$ cat src/rtl/ram_rr_arbiter_if.sv
// rtl/ram_rr_arbiter_if.sv - requester-side access bundle for ram_rr_arbiter
interface ram_rr_arbiter_if #(
    parameter int ADDR_W = 14,
    parameter int DATA_W = 16
);
  logic              req;
  logic              we;
  logic [ADDR_W-1:0] addr;
  logic [DATA_W-1:0] wdata;
  logic              lock;
  logic              gnt;
  logic              rvalid;
  logic [DATA_W-1:0] rdata;

  modport master (
    output req, we, addr, wdata, lock,
    input  gnt, rvalid, rdata
  );

  modport slave (
    input  req, we, addr, wdata, lock,
    output gnt, rvalid, rdata
  );
endinterface

$ cat src/rtl/ram_rr_arbiter.sv
// rtl/ram_rr_arbiter.sv - two-port round-robin arbiter for a single-port synchronous RAM
// with a bounded lock for atomic read-modify-write sequences.
module ram_rr_arbiter #(
    parameter int ADDR_W   = 14,
    parameter int DATA_W   = 16,
    parameter int LOCK_MAX = 4
) (
  input  logic              clk,
  input  logic              reset,
  ram_rr_arbiter_if.slave   p0,
  ram_rr_arbiter_if.slave   p1,
  output logic [ADDR_W-1:0] ram_addr,
  output logic [DATA_W-1:0] ram_d,
  output logic              ram_we,
  input  logic [DATA_W-1:0] ram_q
);
  localparam int                CNT_W   = $clog2(LOCK_MAX + 1);
  localparam logic [CNT_W-1:0]  CNT_MAX = CNT_W'(LOCK_MAX);

  logic             last;
  logic             lock_valid;
  logic             lock_id;
  logic [CNT_W-1:0] lock_cnt;
  logic             rvalid0_q;
  logic             rvalid1_q;

  logic             win;
  logic             win_id;
  logic             win_we;
  logic             win_lock;
  logic             owner_req;
  logic [CNT_W-1:0] cnt_next;

  always_comb begin
    win       = 1'b0;
    win_id    = 1'b0;
    owner_req = lock_id ? p1.req : p0.req;
    if (!reset) begin
      if (lock_valid && owner_req && (lock_cnt < CNT_MAX)) begin
        win    = 1'b1;
        win_id = lock_id;
      end else if (p0.req && p1.req) begin
        win    = 1'b1;
        win_id = ~last;
      end else if (p0.req) begin
        win    = 1'b1;
        win_id = 1'b0;
      end else if (p1.req) begin
        win    = 1'b1;
        win_id = 1'b1;
      end
    end
  end

  assign win_we   = win_id ? p1.we   : p0.we;
  assign win_lock = win_id ? p1.lock : p0.lock;
  // A lock only accumulates when the same requester keeps it; a new owner starts at 1.
  assign cnt_next = ((lock_valid && (lock_id == win_id)) ? lock_cnt : '0) + CNT_W'(1);

  assign p0.gnt    = win && !win_id;
  assign p1.gnt    = win &&  win_id;
  assign ram_addr  = (win && win_id) ? p1.addr  : p0.addr;
  assign ram_d     = (win && win_id) ? p1.wdata : p0.wdata;
  assign ram_we    = win && win_we;

  assign p0.rvalid = rvalid0_q;
  assign p1.rvalid = rvalid1_q;
  assign p0.rdata  = ram_q;
  assign p1.rdata  = ram_q;

  always_ff @(posedge clk) begin
    if (reset) begin
      last       <= 1'b1;
      lock_valid <= 1'b0;
      lock_id    <= 1'b0;
      lock_cnt   <= '0;
      rvalid0_q  <= 1'b0;
      rvalid1_q  <= 1'b0;
    end else begin
      rvalid0_q <= win && !win_id && !win_we;
      rvalid1_q <= win &&  win_id && !win_we;
      if (win) begin
        last <= win_id;
        // Releasing at the grant that exhausts the budget hands the next contention to the other side.
        if (win_lock && (cnt_next < CNT_MAX)) begin
          lock_valid <= 1'b1;
          lock_id    <= win_id;
          lock_cnt   <= cnt_next;
        end else begin
          lock_valid <= 1'b0;
          lock_cnt   <= '0;
        end
      end else begin
        lock_valid <= 1'b0;
        lock_cnt   <= '0;
      end
    end
  end
endmodule
$ cat src/flat_wrapper.sv
// flat-port wrapper written by rule: the top's interface ports become plain ports
module ram_rr_arbiter_flat 
#(
    parameter int ADDR_W   = 14,
    parameter int DATA_W   = 16,
    parameter int LOCK_MAX = 4
)
  (clk, reset, ram_addr, ram_d, ram_we, ram_q, p0_req, p0_we, p0_addr, p0_wdata, p0_lock, p0_gnt, p0_rvalid, p0_rdata, p1_req, p1_we, p1_addr, p1_wdata, p1_lock, p1_gnt, p1_rvalid, p1_rdata);
  ram_rr_arbiter_if #(.ADDR_W(ADDR_W), .DATA_W(DATA_W)) p0_i ();
  ram_rr_arbiter_if #(.ADDR_W(ADDR_W), .DATA_W(DATA_W)) p1_i ();
  input  logic clk;
  input  logic reset;
  output logic [ADDR_W-1:0] ram_addr;
  output logic [DATA_W-1:0] ram_d;
  output logic ram_we;
  input  logic [DATA_W-1:0] ram_q;
  input wire logic [$bits(p0_i.req)-1:0] p0_req;
  input wire logic [$bits(p0_i.we)-1:0] p0_we;
  input wire logic [$bits(p0_i.addr)-1:0] p0_addr;
  input wire logic [$bits(p0_i.wdata)-1:0] p0_wdata;
  input wire logic [$bits(p0_i.lock)-1:0] p0_lock;
  output wire logic [$bits(p0_i.gnt)-1:0] p0_gnt;
  output wire logic [$bits(p0_i.rvalid)-1:0] p0_rvalid;
  output wire logic [$bits(p0_i.rdata)-1:0] p0_rdata;
  input wire logic [$bits(p1_i.req)-1:0] p1_req;
  input wire logic [$bits(p1_i.we)-1:0] p1_we;
  input wire logic [$bits(p1_i.addr)-1:0] p1_addr;
  input wire logic [$bits(p1_i.wdata)-1:0] p1_wdata;
  input wire logic [$bits(p1_i.lock)-1:0] p1_lock;
  output wire logic [$bits(p1_i.gnt)-1:0] p1_gnt;
  output wire logic [$bits(p1_i.rvalid)-1:0] p1_rvalid;
  output wire logic [$bits(p1_i.rdata)-1:0] p1_rdata;
  assign p0_i.req = p0_req;
  assign p0_i.we = p0_we;
  assign p0_i.addr = p0_addr;
  assign p0_i.wdata = p0_wdata;
  assign p0_i.lock = p0_lock;
  assign p0_gnt = p0_i.gnt;
  assign p0_rvalid = p0_i.rvalid;
  assign p0_rdata = p0_i.rdata;
  assign p1_i.req = p1_req;
  assign p1_i.we = p1_we;
  assign p1_i.addr = p1_addr;
  assign p1_i.wdata = p1_wdata;
  assign p1_i.lock = p1_lock;
  assign p1_gnt = p1_i.gnt;
  assign p1_rvalid = p1_i.rvalid;
  assign p1_rdata = p1_i.rdata;
  ram_rr_arbiter #(.ADDR_W(ADDR_W), .DATA_W(DATA_W), .LOCK_MAX(LOCK_MAX)) u_core (.clk(clk), .reset(reset), .p0(p0_i), .p1(p1_i), .ram_addr(ram_addr), .ram_d(ram_d), .ram_we(ram_we), .ram_q(ram_q));
endmodule
$ cat config.mk
export PLATFORM = sky130hd
export DESIGN_NAME = ram_rr_arbiter_flat
export DESIGN_NICKNAME = d
export VERILOG_FILES = /design/src/rtl/ram_rr_arbiter_if.sv /design/src/rtl/ram_rr_arbiter.sv /design/src/flat_wrapper.sv
export SDC_FILE = /design/constraint.sdc
export NUM_CORES = 1
export LEC_CHECK = 0
export BUFFER_PORTS_ARGS = -buffer_cell sky130_fd_sc_hd__buf_2
export CORE_MARGIN = 2
export CORE_UTILIZATION = 33
export DETAILED_ROUTE_END_ITERATION = 12
export PLACE_DENSITY = 0.86
export RECOVER_POWER = 25
export SETUP_SLACK_MARGIN = 0.3
export SLEW_MARGIN = 30
export SYNTH_ARGS = -nofsm -noshare
export SYNTH_HDL_FRONTEND = slang
export SYNTH_SLANG_ARGS = --single-unit
$ cat constraint.sdc
create_clock -name clk -period 6.9 [get_ports clk]
set_clock_uncertainty 0.15 [all_clocks]
set_input_delay 1.38 -clock clk [delete_from_list [all_inputs] [get_ports clk]]
set_output_delay 1.38 -clock clk [all_outputs]
set_load 0.05 [all_outputs]
* Yosys cells after proc, flatten, opt, wreduce, memory -nomap -nowiden *
Cells that the tools add are included.

operators by class
  $lt $le $gt $ge = 2
  equal/unequal tests = 1
  bitwise logic cells = 3
  mux-type cells = 16
  $add $sub $neg = 1
  reductions and logical operators = 15

operators with widths
  operator                                            number
  two-way mux 16 bit                                  1
  two-way mux 14 bit                                  1
  two-way mux 1 bit                                   13
  logical AND 1 bit                                   10
  less-than comparator 3 bit (second input constant)  2
  adder 3 x 1 -> 3 bit (second input constant)        1
  two-way mux 3 bit                                   1
  NOT 1 bit                                           3
  OR reduction 3 bit                                  1
  zero test 1 bit                                     2
  AND reduction 2 bit                                 1
  OR reduction 2 bit                                  1
  equality test 1 bit                                 1

word-level totals
  word-level logic and storage cells = 44
  bits in registers = 8
  output and inout bits = 67

* Longest topological paths before layout *
Gate-level depths: netlist of run 1.

  depth in word-level cells = 13
  mapped depth = 9

* Worst setup path before layout of run 1 *
OpenSTA, ideal clock, no wires.

  path kind = input -> output
  from = input p0_req
  to = output ram_we
  stages = 6
  data arrival time = 3.256 ns
  path buffers = 2
  setup slack = 2.114 ns
  cell sequence = buf_4 -> and4bb_4 -> a311oi_4 -> buf_6 -> mux2i_1 -> nor2_1

between the ends
  longest elaborated chain between the ends = 7
  elaborated cells on any way between the ends = 14

RTL lines
  what                            RTL line              source
  start: declaration              flat_wrapper.sv:17    input wire logic [$bits(p0_i.req)-1:0] p0_req;
  two-way mux 1 bit               ram_rr_arbiter.sv:37  owner_req = lock_id ? p1.req : p0.req;
  logical AND 1 bit (2 in a row)  ram_rr_arbiter.sv:39  if (lock_valid && owner_req && (lock_cnt < CNT_MAX)) begin
  two-way mux 1 bit               ram_rr_arbiter.sv:39
  two-way mux 1 bit               ram_rr_arbiter.sv:38  if (!reset) begin
  two-way mux 1 bit               ram_rr_arbiter.sv:55  assign win_we = win_id ? p1.we : p0.we;
  logical AND 1 bit *             ram_rr_arbiter.sv:64  assign ram_we = win && win_we;
  end: declaration                flat_wrapper.sv:15    output logic ram_we;

Every way passes the cells marked *; elsewhere a longest branch is shown, timed or not.

* Worst setup path after layout of run 1 *
  from = input p0_req
  to = output ram_d[4]

between the ends
  longest elaborated chain between the ends = 7
  elaborated cells on any way between the ends = 14

RTL lines
  what                            RTL line              source
  two-way mux 1 bit               ram_rr_arbiter.sv:37
  logical AND 1 bit (2 in a row)  ram_rr_arbiter.sv:39
  two-way mux 1 bit               ram_rr_arbiter.sv:39
  two-way mux 1 bit               ram_rr_arbiter.sv:38
  logical AND 1 bit *             ram_rr_arbiter.sv:63  assign ram_d = (win && win_id) ? p1.wdata : p0.wdata;
  two-way mux 16 bit *            ram_rr_arbiter.sv:63
  end: declaration                flat_wrapper.sv:14    output logic [DATA_W-1:0] ram_d;

Marked as above.

==> results of run 1 <==
==> logic make-up (layout without fill, tap and decap cells) <==
group / after synthesis / count (layout) / share of synthesized area
AO/OA/AOI/OAI: 13 / 13 / 0.0955
buffers and inverters: 41 / 111 / 0.276
AND/OR/NAND/NOR: 20 / 20 / 0.122
XOR/XNOR: 3 / 3 / 0.0242
flip-flops: 8 / 8 / 0.147
adder cells (fa/ha/maj): 1 / 1 / 0.0115
other: 1 / 1 / 0.00345
multiplexers: 31 / 31 / 0.320
==> Yosys cell counts, types with 2 or more instances <==
cell / instances / share of area
sky130_fd_sc_hd__buf_6: 3 / 0.031
sky130_fd_sc_hd__buf_4: 33 / 0.23
sky130_fd_sc_hd__mux2_2: 30 / 0.31
sky130_fd_sc_hd__o21ai_1: 2 / 0.0092
sky130_fd_sc_hd__xor2_1: 2 / 0.016
sky130_fd_sc_hd__inv_1: 5 / 0.017
sky130_fd_sc_hd__nor2b_1: 2 / 0.012
sky130_fd_sc_hd__nor3_1: 2 / 0.0092
sky130_fd_sc_hd__a311o_1: 2 / 0.018
sky130_fd_sc_hd__nand2_1: 2 / 0.0069
sky130_fd_sc_hd__nand3_1: 2 / 0.0092
sky130_fd_sc_hd__dfxtp_1: 8 / 0.15
sky130_fd_sc_hd__and3_1: 4 / 0.023
sky130_fd_sc_hd__a21oi_1: 4 / 0.018
==> state kept, by name, summed over array words and instances (netlist names) <==
name,flops
u_core.last,1
u_core.p1.rvalid,1
u_core.lock_id,1
u_core.lock_valid,1
u_core.lock_cnt,3
u_core.p0.rvalid,1
==> layout make-up <==
type                       count  area (µm²)
fill                         316        1720
multi-input combinational     69         609
timing repair buffer         103         514
sequential                     8         160
tap                           44        55.1
clock buffer                   3        22.5
inverter                       5        18.8
==> stage by stage <==
stage | instances | hold WS, ps
2_1_floorplan | 118 | 434
3_3_place_gp | 229 | 484
3_5_place_dp | 229 | 502
4_1_cts | 232 | 512
5_1_grt | 232 | 499
6_report | 232 | 466
==> power by group through the flow <==
| stage | Sequential (mW) | Clock, mW | Combinational [mW] |
|---|---|---|---|
| 2_1_floorplan | 0.0533 | 0 | 0.139 |
| 4_1_cts | 0.0508 | 0.0369 | 0.127 |
| 5_1_grt | 0.0511 | 0.0388 | 0.132 |
| 3_3_place_gp | 0.0516 | 0 | 0.124 |
| 6_report | 0.0507 | 0.0358 | 0.124 |
| 3_5_place_dp | 0.0518 | 0 | 0.126 |
==> routing by layer <==
layer | routed length [µm] | vias to the layer above | part of all wire | GRT usage
li1 | - | 524 | - | -
met1 | 1070 | 464 | 0.34 | 0.139
met2 | 1620 | 76 | 0.51 | 0.283
met3 | 362 | 13 | 0.11 | 0.0483
met4 | 105 | 0 | 0.033 | 0.0912
met5 | 0 | - | 0 | 0
==> path summary, 6_finish.rpt <==
kind,endpoint,startpoint,cells past startpoint,slack [ps]
setup reg to reg,u_core.lock_id,u_core.last,8,4820
setup / recovery,ram_d[4],p0_req,6,2250
hold / removal,u_core.last,u_core.last,1,470
hold reg to reg,u_core.last,u_core.last,1,470
==> reports/results.md, run 1 <==
| Stage | Quantity | This run |
|:---|:---|:---|
| status | Run status | finished clean |
| logic synthesis | Register area share after synthesis | 0.147 |
| logic synthesis | Share of synthesized flip-flops with an asynchronous set or reset | 0 |
| die | Starting utilization of the core area | 0.350 |
| global route | Global-route wire length before repair | 4150 µm |
| logic synthesis | Flops & latches, synth | 8 |
| die | Count of pins on the block boundary | 151 |
| clocking | Clock latency reported for the late side of the worst-skew pair | 260 ps |
| critical path | Type of origin of the critical path | primary input |
| routing | Residual DRC | 0 |
| power | Relative contribution of sequential cells to total power | 0.240 |
| power | Combinational power share | 0.590 |
| power | Net switching power | 0.101 mW |
| global route | Maximum number of pins on one net before global-route repair | 38 |
| final layout | Share of layout cells above drive strength 1 | 0.723 |
| die | Die height | 61.4 µm |
| power | Power Total | 0.211 mW |
| final layout | Area growth from synthesis to layout | 26.9% |
| critical path | Kind of end point of the critical path | primary output |
| routing | Remaining antenna violation count | 0 |
| clocking | H-Tree Depth | 1 |
| die | Full die area | 3770 µm² |
| power | Leakage power | 0.726 nW |
| routing | Initial DRC Count | 12 |
| timing | Setup repair after global routing missed its margin | false |
| clocking | Clock-pin slew reported for the worst setup and hold paths after clock tree synthesis | 50 ps |
| logic synthesis | Syn Area/Cell | 9.21 µm² |
| global route | Congestion Overflow GR | 0 |
| placement | DP Wirelength | 2700 µm |
| clocking | TritonCTS clock tree | done |
| clocking | Total CTS buffers | 3 |
| power | Switching part of the total | 0.477 |
| global route | Initial antenna violation count | 0 |
| timing | Hold Vio Cnt, Final | 0 |
| power | Total internal power | 0.110 mW |
| critical path | Maximum fanout count along the critical path | 37 |
| clocking | # resized after CTS | 0 |
| final layout | Most common cell after layout, fill and taps aside | sky130_fd_sc_hd__buf_2 |
| placement | PortBufs | 102 |
| logic synthesis | Cell variety after synth | 31 |
| routing | Length of the first detailed-routing pass in iterations | 4 |
| global route | Vias in the first global route | 1053 |
| logic synthesis | Net count after synthesis | 203 |
| placement | Placement-stage cell area | 1380 µm² |
| global route | GRT Resource Usage Total | 0.150 |
| timing | F_max | 215 MHz |
| final layout | N_diodes | 0 |
| power | Total power per unit cell area | 153 nW/µm² |
| critical path | Required time at the worst-slack endpoint | 5370 ps |
| clocking | Number of clock sinks | 8 |
| flow run | Number of violations of the max-capacitance limit | 0 |
| final layout | Count of nets after finishing | 275 |
| timing | Max-Slew Margin vs Limit | 0.594 |
| timing | Final number of max-transition violations | 0 |
| final layout | Final standard cell utilization of the core | 0.445 |
| logic synthesis | Count of flip-flops with a built-in enable after synthesis | 0 |
| logic synthesis | Area of the mapped netlist | 1090 µm² |
| routing | Via density per instance | 4.64 |
| critical path | Cell family contributing the most delay on the critical path | buffers and inverters |
| clocking | Post-CTS setup buffer count | 0 |
| routing | Vias | 1077 |
| clocking | Buffer depth of the longest clock path | 2 |
| die | Die extent in x | 61.4 µm |
| clocking | Post-CTS Hold Buffers | 0 |
| critical path | Critical-path cell list | clkbuf_1, and4bb_4, a311oi_1, buf_4, mux2_2, buf_2 |
| routing | Aggregate routed wire length | 3150 µm |
| timing | Transition time of the tightest slew-check pin | 612 ps |
| timing | Total negative slack | 0 ps |
| placement | Setup Slack @ Placement | 2280 ps |
| placement | Placer Congestion | 0.754 |
| timing | Final setup viols | 0 |
| logic synthesis | Post-synthesis cell count | 118 |
| clocking | Clock Tree Root | sky130_fd_sc_hd__clkbuf_4 |
| logic synthesis | Total number of yosys warnings | 0 |
| power | Fraction of power consumed by the clock network | 0.170 |
| critical path | Slowest library cell on the worst path | sky130_fd_sc_hd__buf_4 |
| timing | Min cycle time layout | 4650 ps |
| critical path | Arrival time at the worst endpoint | 3120 ps |
| critical path | Crit path buffers/inverters | 3 |
| critical path | Type of the setup path with the least slack | primary input to primary output |
| logic synthesis | Top FF cell, synth | sky130_fd_sc_hd__dfxtp_1 |
| timing | Share of the clock period used by the worst path | 0.673 |
| min path | Class of the tightest hold or removal check | register to register |
| critical path | Delay contributed by the slowest stage of the critical path | 430 ps |
| die | Core area | 3100 µm² |
| power | Worst supply voltage drop on vdd | 60.9 µV |
| routing | Detailed-route wire length per cell | 13.6 µm |
| timing | Setup WS post-layout | 2250 ps |
| final layout | Post-route cell area | 1380 µm² |
| die | Num rows | 20 |
| final layout | Commonest cells after routing, fill and taps aside | sky130_fd_sc_hd__buf_2 (99), sky130_fd_sc_hd__mux2_2 (30), sky130_fd_sc_hd__dfxtp_1 (8) |
Power figures use the tool's default switching activity.
==> run 2, diff against run 1 <==
--- a/config.mk
+++ b/config.mk
@@ -5,11 +5,12 @@
 export SDC_FILE = /design/constraint.sdc
 export NUM_CORES = 1
 export LEC_CHECK = 0
+export ABC_AREA = 1
 export BUFFER_PORTS_ARGS = -buffer_cell sky130_fd_sc_hd__buf_2
 export CORE_MARGIN = 2
-export CORE_UTILIZATION = 33
+export CORE_UTILIZATION = 26
 export DETAILED_ROUTE_END_ITERATION = 12
-export PLACE_DENSITY = 0.86
+export PLACE_DENSITY = 0.76
 export RECOVER_POWER = 25
 export SETUP_SLACK_MARGIN = 0.3
 export SLEW_MARGIN = 30
==> constraint.sdc (replaced) <==
create_clock -name clk -period 4.25 [get_ports clk]
set_clock_uncertainty 0.15 [all_clocks]
set_input_delay 0.85 -clock clk [delete_from_list [all_inputs] [get_ports clk]]
set_output_delay 0.85 -clock clk [all_outputs]
set_load 0.05 [all_outputs]
==> run 2 against run 1 <==
Total power up 79%. Register-to-register slack worse by 2800 ps. Highest routed layer unchanged. Non-clock buffer count down 1. Clock power up 140%. Sequential power up 63%.
==> reports/results.md, run 2 <==
| Stage | Quantity | This run | Delta |
|:---|:---|:---|:---|
| critical path | Arrival time at the worst endpoint | 2390 ps | -730 ps |
| logic synthesis | Cell variety after synth | 18 | -42% |
| logic synthesis | Synth top cells by count | sky130_fd_sc_hd__nand2_1 (100), sky130_fd_sc_hd__buf_4 (32), sky130_fd_sc_hd__inv_1 (11) |  |
| clocking | TritonCTS clock tree | done |  |
| clocking | Post-CTS Hold Buffers | 0 | unchanged |
| die | Full die area | 4310 µm² | +14% |
| die | Die height | 65.7 µm | +6.9% |
| power | Worst supply voltage drop on vdd | 91.9 µV | +51% |
| clocking | Number of clock sinks | 8 | unchanged |
| logic synthesis | Post-synthesis cell count | 183 | +55% |
| min path | End point of the most critical hold path | u_core.last |  |
| clocking | H-Tree Depth | 1 | unchanged |
| timing | Final number of max-transition violations | 0 | unchanged |
| final layout | Final-layout fill cell count | 412 | +30% |
| critical path | Slowest library cell on the worst path | sky130_fd_sc_hd__clkinv_2 |  |
| timing | Setup repair after global routing missed its margin | false |  |
| power | Leakage power | 0.875 nW | +20% |
| final layout | Commonest cells after routing, fill and taps aside | sky130_fd_sc_hd__nand2_1 (100), sky130_fd_sc_hd__buf_2 (99), sky130_fd_sc_hd__inv_1 (11) |  |
| critical path | Type of the setup path with the least slack | primary input to primary output |  |
| global route | Initial antenna violation count | 0 | unchanged |
| routing | Residual DRC | 0 | unchanged |
| timing | Min cycle time layout | 3390 ps |  |
| critical path | Launch instance of the worst register-to-register path | u_core.lock_cnt[2] |  |
| critical path | Kind of end point of the critical path | primary output |  |
| clocking | Clock latency reported for the late side of the worst-skew pair | 220 ps | -40 ps |
| logic synthesis | Count of flip-flops with a built-in enable after synthesis | 0 | unchanged |
| final layout | Max FFs per register | 3 | unchanged |
| global route | GRT Resource Usage Total | 0.123 | -0.0277 |
| critical path | Type of origin of the critical path | primary input |  |
| critical path | Crit path buffers/inverters | 3 | unchanged |
| routing | Length of the first detailed-routing pass in iterations | 4 | unchanged |
| timing | Max-Slew Margin vs Limit | 0.608 | +0.0142 |
| logic synthesis | Net count after synthesis | 268 | +32% |
| routing | Initial DRC Count | 38 | +26 |
| power | Power Total | 0.378 mW | +79% |
| logic synthesis | Synth area leader | sky130_fd_sc_hd__nand2_1 |  |
| routing | Aggregate routed wire length | 2720 µm | -14% |
| logic synthesis | Total number of yosys warnings | 0 | unchanged |
| logic synthesis | Area of the mapped netlist | 988 µm² | -9.1% |
| timing | Hold Vio Cnt, Final | 0 | unchanged |
| clocking | Post-CTS setup buffer count | 0 | unchanged |
| final layout | Most common cell after layout, fill and taps aside | sky130_fd_sc_hd__nand2_1 |  |
| routing | Via density per instance | 4.13 | -11% |
| timing | Total negative slack | 0 ps | unchanged |
| clocking | Buffer depth of the longest clock path | 2 | unchanged |
| logic synthesis | Top FF cell, synth | sky130_fd_sc_hd__dfxtp_1 |  |
| logic synthesis | Flops & latches, synth | 8 | unchanged |
| clocking | Clock Tree Root | sky130_fd_sc_hd__clkbuf_8 |  |
| die | Num rows | 22 | +10% |
| timing | Share of the clock period used by the worst path | 0.797 |  |
| critical path | Reg2Reg Capture Point | u_core.lock_id |  |
| critical path | Required time at the worst-slack endpoint | 3250 ps | -2120 ps |
| placement | Placement-stage cell area | 1290 µm² | -6.1% |
| die | Starting utilization of the core area | 0.270 | -0.0804 |
| placement | Placer Congestion | 0.683 | -9.4% |
| global route | Maximum number of pins on one net before global-route repair | 37 | -2.6% |
| clocking | Total CTS buffers | 3 | unchanged |
| critical path | Cell family contributing the most delay on the critical path | buffers and inverters |  |
| logic synthesis | Syn Area/Cell | 5.40 µm² | -41% |
| critical path | R2R cell count | 12 | +4 |
| flow run | Number of violations of the max-capacitance limit | 0 | unchanged |
| critical path | Maximum fanout count along the critical path | 36 | -2.7% |
| final layout | Share of layout cells above drive strength 1 | 0.432 | -0.291 |
| min path | Class of the tightest hold or removal check | register to register |  |
| timing | F_max | 295 MHz |  |
| final layout | Count of nets after finishing | 337 | +23% |
| critical path | Critical-path cell list | clkbuf_1, nand3_2, nand2_4, clkinv_2, nor2_1, nor3_1, buf_2 |  |
| die | Die extent in x | 65.7 µm | +6.9% |
| timing | Worst hold slack after final layout | 345 ps | -121 ps |
| die | Count of pins on the block boundary | 151 | unchanged |
| critical path | Delay contributed by the slowest stage of the critical path | 470 ps | +40 ps |
| min path | Worst hold path stage count | 2 | +1 |
| timing | Transition time of the tightest slew-check pin | 590 ps | -21.3 ps |
| logic synthesis | Synth top area share | 0.380 | +0.0690 |
| final layout | Area growth from synthesis to layout | 34.8% |  |
| placement | DP Wirelength | 2230 µm | -17% |
| placement | PortBufs | 102 | unchanged |
| logic synthesis | Share of synthesized flip-flops with an asynchronous set or reset | 0 | unchanged |
| logic synthesis | Most frequently used cell type in the post-synthesis netlist | sky130_fd_sc_hd__nand2_1 |  |
| global route | Congestion Overflow GR | 0 | unchanged |
| final layout | Post-route cell area | 1330 µm² | -3.4% |
| critical path | Register-to-register setup slack | 2050 ps | -2770 ps |
| final layout | N_diodes | 0 | unchanged |
| timing | Final setup viols | 0 | unchanged |
| routing | Detailed-route wire length per cell | 9.13 µm | -33% |
| die | Core area | 3660 µm² | +18% |
| clocking | Clock-pin slew reported for the worst setup and hold paths after clock tree synthesis | 40 ps | about the same |
| status | Run status | finished clean |  |
| global route | Vias in the first global route | 1101 | +4.6% |
| final layout | Reg with most FFs | u_core.lock_cnt |  |
| global route | Global-route wire length before repair | 4330 µm | +4.3% |
| clocking | # resized after CTS | 0 | unchanged |
| routing | Remaining antenna violation count | 0 | unchanged |
| min path | Hold Path Origin | u_core.last |  |
| logic synthesis | Register area share after synthesis | 0.162 | +0.0147 |
| final layout | Final standard cell utilization of the core | 0.364 | -0.0808 |
| logic synthesis | Leading post-synthesis cells by cell area | sky130_fd_sc_hd__nand2_1 (38%), sky130_fd_sc_hd__buf_4 (24%), sky130_fd_sc_hd__dfxtp_1 (16%) |  |
| power | Total power per unit cell area | 284 nW/µm² | +85% |
| routing | Vias | 1231 | +14% |
-- run 2: changes by cell type after synthesis, moves of 4 or more --
cell	before	now
sky130_fd_sc_hd__a21oi_1	4	0
sky130_fd_sc_hd__nand2_1	2	100
sky130_fd_sc_hd__and3_1	4	0
sky130_fd_sc_hd__inv_1	5	11
sky130_fd_sc_hd__mux2_2	30	0
sky130_fd_sc_hd__clkbuf_1	0	5
sky130_fd_sc_hd__nor2_1	1	10
-- run 2: tightest hold or removal path: stages, from the launching register on --
cell,delay [ps]
sky130_fd_sc_hd__dfxtp_1,310
sky130_fd_sc_hd__o21ai_0,90
sky130_fd_sc_hd__nand2_1,60
-- run 2: logic make-up (layout without fill, tap and decap cells) --
kind of cell,after synthesis,after routing,synth area share
buffers and inverters,50,117,0.314
DFF,8,8,0.162
other,1,1,0.00379
adders and majority gates,1,1,0.0127
AOI/OAI and AO/OA,3,3,0.0190
and+or+nand+nor,120,120,0.489
-- run 2: area by class of cell --
class / count / area (µm²) / area share
Multi-Input combinational cell: 125 / 518 / 0.389
Timing Repair Buffer: 102 / 507 / 0.380
Sequential cell: 8 / 160 / 0.120
Tap cell: 48 / 60.1 / 0.0451
Inverter: 12 / 46.3 / 0.0347
Clock buffer: 3 / 41.3 / 0.0310
-- run 2: power by group --
part / switching (mW) / internal, mW / leakage [nW] / total, mW
registers: 0.00236 / 0.0801 / 0.0661 / 0.0824
clock network: 0.0254 / 0.0610 / 0.0216 / 0.0864
logic: 0.152 / 0.0570 / 0.787 / 0.209
-- run 2: how the worst max path moves through the flow --
stage / from / endpoint / slack [ps] / cells past startpoint
3_5_place_dp: reset / ram_we / 850 / 7
2_1_floorplan: p1_req / ram_we / 900 / 6
6_report: p0_req / ram_we / 860 / 7
3_3_place_gp: reset / ram_we / 880 / 7
5_1_grt: p0_req / ram_we / 650 / 7
4_1_cts: reset / ram_we / 850 / 7
-- run 2: layer usage --
layer	wire, µm	share of wire	vias to the layer above	track usage
li1	-	-	646	-
met5	0	0	-	0
met3	214	0.079	20	0.0171
met4	93	0.034	0	0.0729
met2	1390	0.51	55	0.235
met1	1020	0.38	510	0.123
-- run 2: per-stage QoR --
| step | setup slack, ps | instances |
|---|---|---|
| floorplan | 904 | 183 |
| global placement | 884 | 295 |
| detailed placement | 855 | 295 |
| CTS | 855 | 298 |
| global route | 649 | 298 |
| finish | 864 | 298 |
